File: src/rtl/sa_feeder.sv
// rtl/sa_feeder.sv - vector FIFO, diagonal skew and frame sequencing for the 5x5 systolic array
// Define SA_FEEDER_AUTOCLEAR_EN to add the CLEAR state and the per-frame clear_out pulse.
module sa_feeder #(
  parameter int DATA_W      = 8,
  parameter int ROWS        = 5,
  parameter int DEPTH       = 4,
  parameter int DRAIN_EXTRA = 5
) (
  input  logic                   clk,
  input  logic                   rst,
  input  logic                   in_valid,
  output logic                   in_ready,
  input  logic [ROWS*DATA_W-1:0] in_vec,
  input  logic                   in_last,
  output logic [ROWS*DATA_W-1:0] feed_data,
  output logic                   clear_out,
  output logic                   busy,
  output logic                   done
);
  localparam int VW        = ROWS * DATA_W;
  localparam int AW        = $clog2(DEPTH);
  localparam int DRAIN_LEN = ROWS - 1 + DRAIN_EXTRA;
  localparam int CW        = $clog2(DRAIN_LEN + 1);

  typedef enum logic [1:0] {IDLE, CLEAR, STREAM, DRAIN} state_t;

  state_t          state_q, state_d;
  logic [VW:0]     mem_q [DEPTH];
  logic [VW:0]     mem_d [DEPTH];
  logic [AW-1:0]   wr_ptr_q, wr_ptr_d;
  logic [AW-1:0]   rd_ptr_q, rd_ptr_d;
  logic [AW:0]     count_q, count_d;
  logic [CW-1:0]   cnt_q, cnt_d;
  logic            busy_q, busy_d;
  logic            done_q, done_d;
  logic            full, empty, push, pop;
  logic [VW:0]     head;
  logic [VW-1:0]   skew_in;

  assign full     = (count_q == (AW+1)'(DEPTH));
  assign empty    = (count_q == '0);
  assign in_ready = !rst && !full;
  assign push     = in_valid && in_ready;
  assign pop      = (state_q == STREAM) && !empty;
  assign head     = mem_q[rd_ptr_q];
  assign skew_in  = pop ? head[VW-1:0] : '0;

  // Storage has no fall-through: the head is only read from registered state.
  always_comb begin
    mem_d    = mem_q;
    wr_ptr_d = wr_ptr_q;
    rd_ptr_d = rd_ptr_q;
    count_d  = count_q;
    if (push) begin
      mem_d[wr_ptr_q] = {in_last, in_vec};
      wr_ptr_d        = wr_ptr_q + AW'(1);
    end
    if (pop) begin
      rd_ptr_d = rd_ptr_q + AW'(1);
    end
    case ({push, pop})
      2'b10:   count_d = count_q + (AW+1)'(1);
      2'b01:   count_d = count_q - (AW+1)'(1);
      default: count_d = count_q;
    endcase
  end

  always_comb begin
    state_d = state_q;
    cnt_d   = cnt_q;
    case (state_q)
      IDLE: begin
        if (!empty) begin
`ifdef SA_FEEDER_AUTOCLEAR_EN
          state_d = CLEAR;
`else
          state_d = STREAM;
`endif
        end
      end
      CLEAR: state_d = STREAM;
      STREAM: begin
        if (pop && head[VW]) begin
          state_d = DRAIN;
          cnt_d   = CW'(DRAIN_LEN - 1);
        end
      end
      DRAIN: begin
        if (cnt_q == '0) begin
          state_d = IDLE;
        end else begin
          cnt_d = cnt_q - CW'(1);
        end
      end
      default: state_d = IDLE;
    endcase
    busy_d = (state_d != IDLE);
    // done is registered so it lines up with the last DRAIN cycle, not the one after.
    done_d = (state_d == DRAIN) && (cnt_d == '0);
  end

  always_ff @(posedge clk) begin
    if (rst) begin
      state_q  <= IDLE;
      wr_ptr_q <= '0;
      rd_ptr_q <= '0;
      count_q  <= '0;
      cnt_q    <= '0;
      busy_q   <= 1'b0;
      done_q   <= 1'b0;
    end else begin
      state_q  <= state_d;
      wr_ptr_q <= wr_ptr_d;
      rd_ptr_q <= rd_ptr_d;
      count_q  <= count_d;
      cnt_q    <= cnt_d;
      busy_q   <= busy_d;
      done_q   <= done_d;
    end
  end

  always_ff @(posedge clk) begin
    mem_q <= mem_d;
  end

  assign busy = busy_q;
  assign done = done_q;

`ifdef SA_FEEDER_AUTOCLEAR_EN
  logic clear_q, clear_d;

  always_comb begin
    clear_d = (state_q == CLEAR);
  end

  always_ff @(posedge clk) begin
    if (rst) begin
      clear_q <= 1'b0;
    end else begin
      clear_q <= clear_d;
    end
  end

  assign clear_out = clear_q;
`else
  assign clear_out = 1'b0;
`endif

  // Row g (0-based) is a g+1 deep shift chain; the oldest slot is the row output.
  for (genvar g = 0; g < ROWS; g++) begin : g_row
    localparam int L = (g + 1) * DATA_W;
    logic [L-1:0] pipe_q, pipe_d;

    always_comb begin
      pipe_d = (pipe_q << DATA_W) | L'(skew_in[g*DATA_W +: DATA_W]);
    end

    always_ff @(posedge clk) begin
      if (rst) begin
        pipe_q <= '0;
      end else begin
        pipe_q <= pipe_d;
      end
    end

    assign feed_data[g*DATA_W +: DATA_W] = pipe_q[L-1 -: DATA_W];
  end

endmodule

File: config.mk
export PLATFORM = sky130hd
export DESIGN_NAME = sa_feeder
export DESIGN_NICKNAME = d
export VERILOG_FILES = /design/src/rtl/sa_feeder.sv
export SDC_FILE = /design/constraint.sdc
export NUM_CORES = 1
export LEC_CHECK = 0
export ABC_CLOCK_PERIOD_IN_PS = 2500
export BUFFER_PORTS_ARGS = -buffer_cell sky130_fd_sc_hd__buf_2
export CORE_ASPECT_RATIO = 2
export CORE_UTILIZATION = 30
export DETAILED_ROUTE_END_ITERATION = 10
export GPL_TIMING_DRIVEN = 0
export PLACE_DENSITY = 0.44
export SLEW_MARGIN = 20
export SYNTH_ARGS = -nofsm -noshare
export SYNTH_HDL_FRONTEND = slang
export SYNTH_SLANG_ARGS = --single-unit
File: constraint.sdc
create_clock -name clk -period 2.5 [get_ports clk]
set_input_delay 0.25 -clock clk [delete_from_list [all_inputs] [get_ports clk]]
set_output_delay 0.25 -clock clk [all_outputs]
set_load 0.01 [all_outputs]
== After elaboration in Yosys (flattened, before gate mapping) ==
Index checks and enable logic that the tools add are counted.

* Add/subtract/negate cells: 5
* $lt $le $gt $ge: 3
* Equality and inequality tests: 7
* Muxes and demuxes: 15
* Bitwise logic cells: 7
* Reductions and logical operators: 16

{| class="wikitable"
|+ Operator list
! kind !! number
|-
| 164-bit bitwise mux || 1
|-
| 41-bit two-way mux || 3
|-
| 41-bit binary-select mux with 2-bit select || 1
|-
| 41-bit demux with 2-bit select || 1
|-
| 40-bit two-way mux || 1
|-
| 40-bit by 8-bit bitwise OR with 40-bit output || 1
|-
| 32-bit by 8-bit bitwise OR with 32-bit output || 1
|-
| 24-bit by 8-bit bitwise OR with 24-bit output || 1
|-
| 16-bit by 8-bit bitwise OR with 16-bit output || 1
|-
| 2-bit == test (second input constant) || 4
|-
| 4-bit logical NOT || 2
|-
| 4-bit two-way mux || 2
|-
| 2-bit one-hot mux with 4 select lines || 1
|-
| 4-bit one-hot mux with 2 select lines || 1
|-
| 3-bit >= comparator (second input constant) || 2
|-
| 1-bit logical AND || 6
|-
| 2-bit two-way mux || 3
|-
| 2-bit inverter with 3-bit output || 2
|-
| 3-bit one-hot mux with 2 select lines || 1
|-
| 2-bit by 1-bit adder with 2-bit output (second input constant) || 2
|-
| 2-bit by 1-bit == test with 1-bit output (second input constant) || 2
|-
| 2-bit nonzero test || 2
|-
| 4-bit by 1-bit subtractor with 4-bit output (second input constant) || 1
|-
| 3-bit by 1-bit adder with 3-bit output (second input constant) || 1
|-
| 8 further kinds || 10
|}

* Register bits after elaboration: 299
* Bits of input ports: 44
* Logic and storage cells: 69

== Depth between registers and ports, before layout ==
* Depth after elaboration: 9
* Mapped depth: 9
* Gate-level depth less buffers: 9

== Worst setup path before layout ==
No wires, ideal clock.

* Kind: input port to flip-flop
* Start point: input port rst
* End point: register mem_q[0] (netlist name) (enable)
* Library setup time: 0.402 ns
* Data arrival time: 1.859 ns
* Required time: 2.098 ns
* Slack: 0.239 ns
* Stages: 3
* Cells stage by stage: clkbuf_1 -> nor3_1 -> and2_1

* Word-level cells in the longest chain between the ends: 3

{| class="wikitable"
|+ Ends and longest elaborated chain
! item !! RTL line !! text
|-
| from (decl) || 10 || <nowiki>input logic rst,</nowiki>
|-
| 1-bit logical NOT || 42 || <nowiki>assign in_ready = !rst && !full;</nowiki>
|-
| 1-bit logical AND || 42 ||
|-
| 1-bit logical AND || 43 || <nowiki>assign push = in_valid && in_ready;</nowiki>
|-
| to (signal assigned) || 123 || <nowiki>mem_q <= mem_d;</nowiki>
|-
| to (decl) || 28 || <nowiki>logic [VW:0] mem_q [DEPTH];</nowiki>
|}

No other way between the ends.
A chain may end at the register's enable or synchronous reset.

== Worst setup path after layout ==
* Start point: register count_q[2]
* End point: register count_q[2]

* Word-level cells in the longest chain between the ends: 6

{| class="wikitable"
|+ Ends and longest elaborated chain
! item !! RTL line !! text
|-
| from (decl) || 32 || <nowiki>logic [AW:0] count_q, count_d;</nowiki>
|-
| from (signal assigned) || 115 || <nowiki>count_q <= count_d;</nowiki>
|-
| 3-bit == test || 40 || <nowiki>assign full = (count_q == (AW+1)'(DEPTH));</nowiki>
|-
| 1-bit logical NOT || 42 ||
|-
| 1-bit logical AND || 42 ||
|-
| 1-bit logical AND || 43 ||
|-
| 2-bit by 1-bit == test with 1-bit output or 2-bit == test (tied branches) || 61 || <nowiki>case ({push, pop})</nowiki>
|-
| 3-bit one-hot mux with 2 select lines or 2-bit nonzero test (tied branches) || n/a ||
|}

Parallel ways exist; a longest one is shown, timed or not.

==> key figures <==
Critical path
  • Critical Path Sink Type: flop
  • Arrival time at the worst endpoint: approximately 2.7 ns
  • CP startpoint kind: flop
  • Crit-path most repeated cell: inv_1
  • Crit-path cells: nor3b_2 > nor3_1 > inv_1 > ha_1 > inv_1 > fa_1 > xor2_1 > or3_1 > a21oi_1
  • Flop2flop setup slack: 0.23 ns
  • Crit-path max FO: 6
  • Critical setup path kind: flop to flop
  • Slowest CP cell: nor3_1
  • Crit path largest cell delay: between 0.5 and 0.6 ns
  • Req. time, crit path: approximately 3.0 ns

Synthesis
  • Synthesized area per cell: approximately 18 sq um
  • Synthesized flop and latch total: approximately 300
  • Cell taking the most area after synthesis: edfxtp_1
  • Synthesized cell area: between 0.009 and 0.01 sq mm
  • Synth async-reset ratio: 0
  • Area contributors post-synth: edfxtp_1, dfxtp_1, mux4_2
  • Synth warnings: 0
  • Post-synth EDFFs: 164
  • Distinct cell type count after synthesis: 39
  • Area share of the leading cell type in the synthesized netlist: 0.494
  • Ys flop type: edfxtp_1
  • Seq/Total Area, Yosys: 0.765
  • Gate Count Post-Synth: 569
  • Syn Nets: 620

Placed design
  • GPL Wtd Cong: roughly 0.73
  • Number of port buffers: between 80 and 90
  • Post-detail-place hpwl: 12000 um

Routing
  • Vias per Instance: about 4.3
  • DRT Pass-1 Iters: 4
  • Total Wirelength: ~19000 um
  • Post-route antenna net violation count: 0
  • DRC: 0
  • DR WL/cell: approximately 16 um
  • DR vias: 5023
  • DR iter-0 viols: approximately 190

Status
  • Status: complete, no violations

Clock tree
  • Total setup buffers inserted after CTS: 0
  • Clk slew on worst S/H paths: about 0.060 ns
  • CTS root buf: clkbuf_16
  • Clock buffer depth: 3
  • CTS tree: done
  • CTS buffer count: 27
  • Sink Count: 299
  • Clock latency on the worst-skew pair: 0.55 ns
  • H-tree depth: 1

Finish
  • Most frequent cells in the layout: edfxtp_1, dfxtp_1, nor2b_1, buf_2
  • Fin nets: 779
  • Fraction of final layout cells sized beyond drive strength 1: 0.254
  • Synth-to-Final Area Change: 24.3%
  • Diode count: 0
  • Commonest non-fill, non-tap cell in the layout: edfxtp_1

Power and ir drop
  • Sw Pwr: about 2.1 mW
  • IR drop worst, VDD: between 0.0004 and 0.0005 V
  • Cell internal pwr: ~8 mW
  • Logic gate share of total power: 0.058
  • Clock power share: 0.413
  • Part of the power in registers: 0.529
  • Lkg Pwr: roughly 4.4 nW
  • Pwr per Cell Area: slightly above 800 mW/mm^2
  • Sw Share: 0.207

Die
  • Initial Utilization: 0.304
  • Die Area: about 0.034 sq mm
  • Top-level port count: slightly below 90
  • FP Rows: 94
  • Core ar.: 0.0328 sq mm
  • Die Y-Extent: roughly 260 um
  • Die W: 131 um

Timing
  • Setup TNS: 0 ns
  • RSZ-0062 raised after global routing: no
  • Final setup fails: 0
  • Hold Fails Final Rpt: 0
  • Final Slew Violations: 0
  • Min Hold Slack: between 0.06 and 0.07 ns
  • Slew Limit Headroom: 0.506
  • Fin crit share: 0.909
  • Final Critical Period: around 2.3 ns
  • Slew of the pin with the lowest slew margin: 0.741 ns
  • FMAX: roughly 0.44 GHz
  • Clk_skew: 0.0201 ns

GRT
  • Vias in the first global route: roughly 5500
  • Initial antenna violation count: 0
  • First-pass GRT wire length: between 20000 and 30000 um
  • Gr usage total: 0.118
  • Largest net degree at the start of global routing: 42
  • Total global routing overflow: 0

Flow run
  • Maximum Capacitance Violations: 0

Worst hold path
  • Hold Path Class: input pin to flop
[per-layer routing]
| metal | global-route usage | vias to the layer above | wire [um] |
|---|---|---|---|
| li1 | - | 2385 | - |
| met1 | 0.123 | 2518 | 7130 |
| met2 | 0.223 | 86 | 10600 |
| met3 | 0.0181 | 34 | 661 |
| met4 | 0.0530 | 0 | 616 |
| met5 | 0 | - | 0 |
[stage by stage]
step,total power [mW],worst slack [ns],cell area [sq um],cells,util
after global routing,10.5,0.0569,12400,1181,0.378
after global placement,5.99,-1.07,10900,1087,0.333
after CTS,10.3,0.0663,12400,1182,0.378
after floorplan,5.81,0.239,9970,569,-
final,10.1,0.228,12400,1181,0.378
after detailed placement,6.02,-0.0862,11100,1091,0.337
[power by group through the flow]
stage | Combinational, mW | Clock (mW) | Sequential (mW)
after detailed placement | 0.568 | 0 | 5.45
final | 0.592 | 4.18 | 5.35
after global routing | 0.658 | 4.50 | 5.36
after CTS | 0.623 | 4.32 | 5.35
after global placement | 0.534 | 0 | 5.45
after floorplan | 0.359 | 0 | 5.45
[synth_stat cells (all sizes together), types with 4 or more instances]
library cell    n
ha              6
nor2b         121
edfxtp        164
nor2           10
mux4           41
or4             4
buf             7
inv            12
dfxtp         135
a21oi           4
and2            5
clkbuf         21
[flip-flops by register name (all words and copies together) (netlist names)]
register	cells
done	1
busy	1
g_row.pipe_q	120
count_q	3
rd_ptr_q	2
wr_ptr_q	2
mem_q	164
cnt_q	4
state_q	2
[logic make-up (layout without fill, tap and decap cells)]
logic type      after synthesis  count (layout)  share of synthesized area
other cells                   1               1                   0.000376
fa+ha+maj                     7               7                    0.00954
mux                          43              43                     0.0949
flops                       299             299                      0.765
compound gates               17              17                     0.0134
xor+xnor                      2               2                    0.00176
simple gates                160             160                     0.0982
buf+inv                      40             220                     0.0167
[cell type report]
class / instances / area [sq um]
Clock inverter: 8 / 41.3
Tap cell: 432 / 541
Clock buffer: 42 / 878
Buffer: 27 / 118
Fill cell: 3059 / 20400
Timing Repair Buffer: 131 / 951
Inverter: 12 / 45.0
Sequential cell: 299 / 7630
Multi-Input combinational cell: 230 / 2190
[worst max-delay path, delay by kind of cell, from the launching register on]
kind,cells,cell delay [ns]
AO/OA/AOI/OAI,1,0.18
AND/OR/NAND/NOR,3,1.01
buffers and inverters,2,0.17
XOR/XNOR,1,0.07
flip-flops,1,0.34
adder cells (fa/ha/maj),2,0.42
[path summary, 6_finish.rpt]
check	from	endpoint	cells after the start
setup reg to reg	count_q[2]$_SDFFE_PP0P_	count_q[2]$_SDFFE_PP0P_	9
hold / removal	rst	cnt_q[0]$_SDFF_PP0_	4
setup / recovery	count_q[2]$_SDFFE_PP0P_	count_q[2]$_SDFFE_PP0P_	9
hold reg to reg	g_row[4].pipe_q[20]$_SDFF_PP0_	g_row[4].pipe_q[28]$_SDFF_PP0_	1
[timing repair]
action,CTS,global route
hold buffers,41,0
gates resized for setup,0,1
endpoints found under the hold margin,164,0
setup endpoints to repair,0,1
Note: power is estimated with default switching activity, not from simulation.
